[config.mk]
export PLATFORM = sky130hd
export DESIGN_NAME = keypad_scanner
export DESIGN_NICKNAME = d
export VERILOG_FILES = /design/src/rtl/keypad_scanner.sv
export SDC_FILE = /design/constraint.sdc
export NUM_CORES = 1
export LEC_CHECK = 0
export BUFFER_PORTS_ARGS = -buffer_cell sky130_fd_sc_hd__buf_2
export CAP_MARGIN = 20
export CORE_MARGIN = 4
export CORE_UTILIZATION = 40
export DETAILED_ROUTE_END_ITERATION = 7
export REMOVE_ABC_BUFFERS = 1
export SYNTH_ARGS = -nofsm -noshare
export SYNTH_HDL_FRONTEND = slang
export SYNTH_SLANG_ARGS = --single-unit
export TNS_END_PERCENT = 20
[constraint.sdc]
create_clock -name clk -period 4.48 [get_ports clk]
set_input_delay 0.224 -clock clk [delete_from_list [all_inputs] [get_ports clk]]
set_output_delay 0.224 -clock clk [all_outputs]
set_load 0.05 [all_outputs]
[src/rtl/keypad_scanner.sv]
// keypad_scanner: 4x4 matrix keypad scanner with per-scan debounce.
// Columns are driven active-low one at a time; rows are synchronized and
// sampled on the last tick of each column. A full-scan candidate must repeat
// DEBOUNCE_SCANS times before it changes dec / button_pressed.
// Optional build macro: KEYPAD_MULTI_REJECT_EN (multi-key scans read as no key).
module keypad_scanner #(
    parameter int SCAN_TICKS     = 100000,
    parameter int DEBOUNCE_SCANS = 4
) (
    input  logic       clk,
    input  logic       rst_n,
    input  logic [3:0] row,
    output logic [3:0] col,
    output logic [3:0] dec,
    output logic       button_pressed
);

    localparam int TW = $clog2(SCAN_TICKS);
    localparam int SW = $clog2(DEBOUNCE_SCANS + 1);
    localparam logic [TW-1:0] TICK_LAST  = TW'(SCAN_TICKS - 1);
    localparam logic [SW-1:0] STABLE_MAX = SW'(DEBOUNCE_SCANS);

    typedef enum logic [1:0] {COL0, COL1, COL2, COL3} col_state_e;
    typedef enum logic [1:0] {CAND_NONE, CAND_KEY, CAND_MULTI} cand_kind_e;

    col_state_e    state, state_next;
    logic [TW-1:0] tick;
    logic          last_tick;
    logic          end_of_scan;

    logic [3:0]    row_meta, row_sync;

    logic [1:0]    acc_cnt, scan_cnt;
    logic [3:0]    acc_code, scan_code;

    cand_kind_e    cand_kind, prev_kind;
    logic [3:0]    cand_code, prev_code;
    logic [SW-1:0] stable_cnt, stable_next;
    logic          cand_same;
    logic          accept_now, accept_q;
    logic          reassert;

    assign last_tick   = (tick == TICK_LAST);
    assign end_of_scan = last_tick && (state == COL3);

    // Key value at (row r, column c), c0 leftmost.
    function automatic logic [3:0] key_code(input logic [1:0] r, input logic [1:0] c);
        case ({r, c})
            4'h0: key_code = 4'h1;
            4'h1: key_code = 4'h2;
            4'h2: key_code = 4'h3;
            4'h3: key_code = 4'hA;
            4'h4: key_code = 4'h4;
            4'h5: key_code = 4'h5;
            4'h6: key_code = 4'h6;
            4'h7: key_code = 4'hB;
            4'h8: key_code = 4'h7;
            4'h9: key_code = 4'h8;
            4'hA: key_code = 4'h9;
            4'hB: key_code = 4'hC;
            4'hC: key_code = 4'h0;
            4'hD: key_code = 4'hF;
            4'hE: key_code = 4'hE;
            default: key_code = 4'hD;
        endcase
    endfunction

    // Two-flop synchronizer for the asynchronous row inputs (idle = released).
    always_ff @(posedge clk) begin
        if (!rst_n) begin
            row_meta <= '1;
            row_sync <= '1;
        end else begin
            row_meta <= row;
            row_sync <= row_meta;
        end
    end

    // Column FSM state register and per-column tick counter.
    always_ff @(posedge clk) begin
        if (!rst_n) begin
            state <= COL0;
            tick  <= '0;
        end else begin
            state <= state_next;
            tick  <= last_tick ? '0 : tick + TW'(1);
        end
    end

    // Column FSM next state: advance one column after its last tick.
    always_comb begin
        state_next = state;
        if (last_tick) begin
            case (state)
                COL0:    state_next = COL1;
                COL1:    state_next = COL2;
                COL2:    state_next = COL3;
                default: state_next = COL0;
            endcase
        end
    end

    // Column FSM output: exactly one column driven low.
    always_comb begin
        col = ~(4'b0001 << state);
    end

    // Fold this column's row hits into the running scan result (first hit wins).
    always_comb begin
        scan_cnt  = acc_cnt;
        scan_code = acc_code;
        for (int unsigned r = 0; r < 4; r++) begin
            if (!row_sync[r]) begin
                if (scan_cnt == 2'd0) scan_code = key_code(r[1:0], state);
                if (scan_cnt != 2'd2) scan_cnt = scan_cnt + 2'd1;
            end
        end
    end

    // Candidate for the finished scan and the debounce counter update.
    always_comb begin
        cand_kind = CAND_NONE;
        if (scan_cnt == 2'd1) begin
            cand_kind = CAND_KEY;
        end else if (scan_cnt == 2'd2) begin
`ifdef KEYPAD_MULTI_REJECT_EN
            cand_kind = CAND_MULTI;
`else
            cand_kind = CAND_KEY;
`endif
        end
        cand_code = (cand_kind == CAND_KEY) ? scan_code : '0;
        cand_same = (cand_kind == prev_kind) && (cand_code == prev_code);
        if (!cand_same)                 stable_next = SW'(1);
        else if (stable_cnt == STABLE_MAX) stable_next = STABLE_MAX;
        else                            stable_next = stable_cnt + SW'(1);
        // Accept only on the scan where the count first reaches the threshold.
        accept_now = (stable_next == STABLE_MAX) && !(cand_same && stable_cnt == STABLE_MAX);
    end

    // Per-scan accumulator and debounce history.
    always_ff @(posedge clk) begin
        if (!rst_n) begin
            acc_cnt    <= '0;
            acc_code   <= '0;
            prev_kind  <= CAND_NONE;
            prev_code  <= '0;
            stable_cnt <= '0;
            accept_q   <= 1'b0;
        end else begin
            accept_q <= end_of_scan && accept_now;
            if (end_of_scan) begin
                acc_cnt    <= '0;
                acc_code   <= '0;
                prev_kind  <= cand_kind;
                prev_code  <= cand_code;
                stable_cnt <= stable_next;
            end else if (last_tick) begin
                acc_cnt  <= scan_cnt;
                acc_code <= scan_code;
            end
        end
    end

    // Output update one cycle after acceptance; a key change while pressed
    // drops button_pressed for one cycle so downstream sees a fresh edge.
    always_ff @(posedge clk) begin
        if (!rst_n) begin
            dec            <= '0;
            button_pressed <= 1'b0;
            reassert       <= 1'b0;
        end else if (accept_q) begin
            reassert <= 1'b0;
            if (prev_kind == CAND_KEY) begin
                if (!button_pressed) begin
                    dec            <= prev_code;
                    button_pressed <= 1'b1;
                end else if (prev_code != dec) begin
                    dec            <= prev_code;
                    button_pressed <= 1'b0;
                    reassert       <= 1'b1;
                end
            end else begin
                button_pressed <= 1'b0;
            end
        end else if (reassert) begin
            button_pressed <= 1'b1;
            reassert       <= 1'b0;
        end
    end

endmodule
## Word level (Yosys, flattened, before mapping)

Cells that the tools add are included.
W data, S select, Z words.

| word-level totals | value |
|---|---|
| bits in registers | 49 |
| input port bits | 6 |
| output and inout bits | 9 |
| logic and storage cells | 90 |

| operators by class | value |
|---|---|
| add/sub/neg operators | 6 |
| eq/ne operators | 18 |
| shift operators | 1 |
| mux-type cells | 34 |
| bitwise operators | 2 |
| reductions and logical operators | 16 |

Operator list:

| cell | count |
|---|---|
| $pmux W4 S4 | 3 |
| $mux W4 | 11 |
| $add A17 B1 Y17 const B | 1 |
| $eq A17 B17 Y1 const B | 1 |
| $mux W2 | 8 |
| $pmux W4 S3 | 1 |
| $logic_not A2 Y1 | 5 |
| $add A2 B1 Y2 const B | 4 |
| $eq A2 B1 Y1 const B | 4 |
| $mux W1 | 8 |
| $ne A2 B2 Y1 const B | 4 |
| $eq A2 B2 Y1 const B | 3 |
| $eq A3 B3 Y1 const B | 2 |
| $mux W3 | 2 |
| $pmux W2 S3 | 1 |
| $logic_and A1 B1 Y1 | 5 |
| $eq A4 B4 Y1 | 1 |
| $ne A4 B4 Y1 | 1 |
| $not A4 Y4 | 1 |
| $reduce_and A4 Y1 | 1 |
| $reduce_or A2 Y1 | 2 |
| $shl A1 B2 Y4 const A | 1 |
| $add A3 B1 Y3 const B | 1 |
| $reduce_and A3 Y1 | 1 |
| other kinds (5) | 5 |

## Depth between registers and ports, before layout

| depth | value |
|---|---|
| depth after elaboration | 23 |
| mapped depth | 12 |
| depth with buffers taken out | 10 |

## Least setup slack after synthesis

OpenSTA, ideal clock, no wires.

| path | value |
|---|---|
| kind | register -> register |
| from | register acc_cnt[0] |
| to | register stable_cnt[1] |
| library setup time | 0.087 ns |
| arrival time | 3.110 ns |
| required time | 4.393 ns |
| setup slack | 1.283 ns |
| stages on the path, launching flop included | 12 |
| path buffers | 1 |
| period minus slack after synthesis | 3.197 ns |
| cell sequence | dfxtp_1 inv_1 ha_1 mux2_4 or4_1 a211o_1 and2_4 buf_6 mux2i_4 mux2_1 o311a_2 o31ai_1 |

| between the ends | value |
|---|---|
| longest elaborated chain between the ends | 20 |
| elaborated cells between the ends (all ways) | 38 |
| classes of those cells | add/sub (4); eq/ne (9); mux (20); reduce/logical (5) |

RTL lines:

| element | line | source |
|---|---|---|
| start, declared | 33 | `logic [1:0] acc_cnt, scan_cnt;` |
| start signal, assigned | 159 | `acc_cnt <= scan_cnt;` |
| $add A2 B1 Y2 or $ne A2 B2 Y1 (tied branches) | 115 | `if (scan_cnt != 2'd2) scan_cnt = scan_cnt + 2'd1;` |
| $mux W2 | 115 |  |
| $mux W2 | 113 | `if (!row_sync[r]) begin` |
| $add A2 B1 Y2 or $ne A2 B2 Y1 (tied branches) | 115 |  |
| $mux W2 | 115 |  |
| $mux W2 | 113 |  |
| $add A2 B1 Y2 or $ne A2 B2 Y1 (tied branches) | 115 |  |
| $mux W2 | 115 |  |
| (+4 left out) | - |  |
| $eq A2 B2 Y1 | 125 | `end else if (scan_cnt == 2'd2) begin` |
| $mux W1 | 125 |  |
| $mux W1 | 123 | `if (scan_cnt == 2'd1) begin` |
| $eq A2 B1 Y1 | 132 | `cand_code = (cand_kind == CAND_KEY) ? scan_code : '0;` |
| $mux W4 | 132 |  |
| $eq A4 B4 Y1 | 133 | `cand_same = (cand_kind == prev_kind) && (cand_code == prev_code);` |
| $logic_and A1 B1 Y1 (*) | 133 |  |
| $mux W3 (*) | 134 | `if (!cand_same) stable_next = SW'(1);` |
| end signal, assigned | 157 | `stable_cnt <= stable_next;` |
| end, declared | 38 | `logic [SW-1:0] stable_cnt, stable_next;` |

Every way passes the cells marked *; elsewhere a longest branch is shown, timed or not.
A chain may end at the register's enable or synchronous reset.

## Worst setup path after layout

Same ends and word-level chain as after synthesis.

==> impl_metrics.tcl <==
set metrics [dict create \
    initialDrtViolationCount 95 \
    rows 30 \
    detail-route-antenna-nets 0 \
    routedWlPerCell_um 12.9 \
    dp_cells 418 \
    cts_tree "yes" \
    ctsResizeCount 0 \
    drive_gt1_share_pct 11.5 \
    cp-start-kind "register" \
    hpwl_um 3930 \
    gr-total-overflow 0 \
    dr.pass1.iters 4 \
    cts.sinks 48 \
    synthCells 328 \
    yosys_warnings 0 \
    clock_path_buffers 2 \
    vias 2227 \
    die_area_sq_um 8430 \
    cts_root_buf "clkbuf_8" \
    tightest_slew_ps 786 \
    numCtsBuffers 5 \
    routed_wirelength_um 5480 \
    fin_crit_sh_pct 76.3 \
    dieWidth_um 91.8 \
    avgSynthCellArea_sq_um 8.56 \
    cts_max_level 2 \
    syn_area_sq_um 2810 \
    synth-edff-count 0 \
    grt_start_max_net_pins 29 \
    nNetsFinal 346 \
    slew_headroom_pct 46.1 \
    area_growth_pct 7.31 \
    ctsHoldBuffers 0 \
    portBuffers 14 \
    power_density_nw_per_um2 268 \
    coreArea_sq_um 6790 \
    antenna_found_initial 0 \
    fin_tns_setup_ps 0 \
    final-setup-viol-count 0 \
    hold_violations 0 \
    clock.fmax_mhz 293 \
    antenna_cells 0 \
    synth_seq_cells 48 \
    ys.flop_type "dfxtp_1" \
    synth_seq_area_share_pct 34.2 \
    ys_types 65 \
    vdd_drop_max_mv 0.193 \
    finalNonFillerCells 426 \
    grt_util_all_layers_pct 13.5 \
    via_per_inst 5.23 \
    cts.clk_slew.worst_paths_ps 100 \
    rsz0062_at_grt "no" \
    end_kind "register" \
    cts_setup_buffers 0 \
    die_height_um 91.8 \
    grt_pass1_wl_um 9500 \
    critPathMaxFanout 12 \
    p_leak_nw 1.14 \
    async_flop_share_pct 0 \
    start_util_pct 41.3 \
    holdCritPathClass "input pin to register" \
    path_class "register to register" \
    arrival_ps 3650 \
    clkLatencyLatePin_ps 310 \
    status "completed" \
    maxCapViolations 0 \
    period_minus_slack_ps 3420 \
    setup_slack_ps 1060 \
    final_max_slew_viol_count 0 \
    worstPathRequired_ps 4710 \
    grt_pass1_vias 2083 \
    preCtsSetupSlack_ps 1060 \
    place.gp.congestion 0.822 \
    fin_skew_ps 14.4 \
    n_fill_cell 664 \
    io-pin-count 15 \
    drc 0 \
]
[stage by stage]
step | utilization, % | total power [W] | hold slack [ps] | cell area [sq um]
final | 44.4 | 0.000808 | 99.6 | 3010
after floorplan | - | 0.000492 | 297 | 2710
after CTS | 44.4 | 0.000820 | 91.3 | 3010
after detailed placement | 42.7 | 0.000508 | 391 | 2900
after global placement | 42.7 | 0.000508 | 390 | 2900
after global routing | 44.4 | 0.000844 | 98.4 | 3010
[path summary, 6_finish.rpt]
check / slack [ps] / to / depth (start not counted) / startpoint
worst max-delay path: 1060 / stable_cnt[1] / 10 / acc_cnt[0]
worst min-delay path: 100 / row_meta[3] / 2 / row[3]
worst max register to register: 1060 / stable_cnt[1] / 10 / acc_cnt[0]
worst min register to register: 410 / row_sync[2] / 1 / row_meta[2]
[cell type report]
cell class | instances | area (sq um) | share of cell area [%]
well taps | 96 | 120 | 3.99
inverters | 15 | 56.3 | 1.87
repair buffers | 14 | 70.1 | 2.32
flip-flops and latches | 48 | 961 | 31.9
clock buffers | 5 | 68.8 | 2.28
clock inverters | 3 | 42.5 | 1.41
multi-input cells | 245 | 1700 | 56.2
[cells in the mapped netlist (all sizes together), types with 3 or more instances]
master | instances | share of area (%)
ha | 11 | 4.9
and3 | 3 | 0.67
nor2 | 36 | 4.8
nor2b | 5 | 1.1
o31ai | 4 | 1.1
a21boi | 4 | 1.1
a31oi | 3 | 0.67
nand3b | 3 | 0.80
a211oi | 4 | 1.1
o211ai | 4 | 1.1
or4 | 3 | 0.80
mux2i | 14 | 5.6
mux2 | 7 | 3.1
dfxtp | 48 | 34
nand3 | 23 | 4.3
nor3 | 4 | 0.71
xnor2 | 7 | 2.2
nand2 | 24 | 3.2
and2 | 6 | 1.4
a22o | 3 | 0.94
clkbuf | 12 | 1.6
inv | 15 | 2.0
o21ai | 10 | 1.8
a21oi | 7 | 1.4
nand2b | 10 | 2.2
xor2 | 15 | 4.7
buf | 8 | 1.8
[cells in the final DEF (no fill, tap or decap), types with 3 or more instances in the layout]
| cell type | n |
|---|---|
| nand3_1 | 22 |
| o21ai_0 | 10 |
| and2_1 | 5 |
| a22o_1 | 3 |
| nor3_1 | 4 |
| nand2b_1 | 10 |
| a211oi_1 | 4 |
| xor2_1 | 15 |
| a21boi_0 | 4 |
| and3_1 | 3 |
| inv_1 | 15 |
| a31oi_1 | 3 |
| o211ai_1 | 4 |
| a21oi_1 | 6 |
| nand3b_1 | 3 |
| clkbuf_8 | 5 |
| o31ai_1 | 4 |
| mux2i_1 | 12 |
| nand2_1 | 24 |
| ha_1 | 11 |
| or4_1 | 3 |
| nor2_1 | 36 |
| dfxtp_1 | 48 |
| nor2b_1 | 5 |
| mux2_2 | 4 |
| buf_2 | 14 |
| xnor2_1 | 7 |
[layer usage]
layer | GRT usage, % | wire (um) | vias up
li1 | - | - | 1158
met1 | 18.6 | 2790 | 1026
met2 | 21.0 | 2480 | 34
met3 | 2.95 | 139 | 9
met4 | 4.21 | 72 | 0
met5 | 0 | 0 | -
[cell families after synthesis]
group           synth area share [%]
fa+ha+maj                       5.26
simple gates                    22.3
mux                             8.64
xor+xnor                        6.86
compound gates                  17.3
buf+inv                         5.43
flops                           34.2
[sequential cells by signal, indices dropped and copies added (netlist names)]
register / cells
prev_code: 4
acc_code: 4
state: 2
tick: 17
row_sync: 4
stable_cnt: 3
row_meta: 4
accept_q: 1
reassert: 1
dec: 4
acc_cnt: 2
prev_kind: 1
button_pressed: 1
[where the power goes]
| part | total (W) | switching [W] | internal [W] |
|---|---|---|---|
| combinational | 0.0000588 | 0.0000332 | 0.0000257 |
| sequential | 0.000440 | 0.00000766 | 0.000432 |
| clock | 0.000309 | 0.000144 | 0.000165 |
| total | 0.000808 | 0.000185 | 0.000623 |
[critical path: stages (launching register included)]
cell      delay [ps]
dfxtp_1          420
inv_1             90
ha_1             240
mux2i_1          610
o211ai_1         210
a21oi_2          290
mux2_4           350
mux2i_4          170
mux2_1           360
o311a_2          360
o31ai_1          240
No activity file was read; power rests on OpenSTA's default activity.
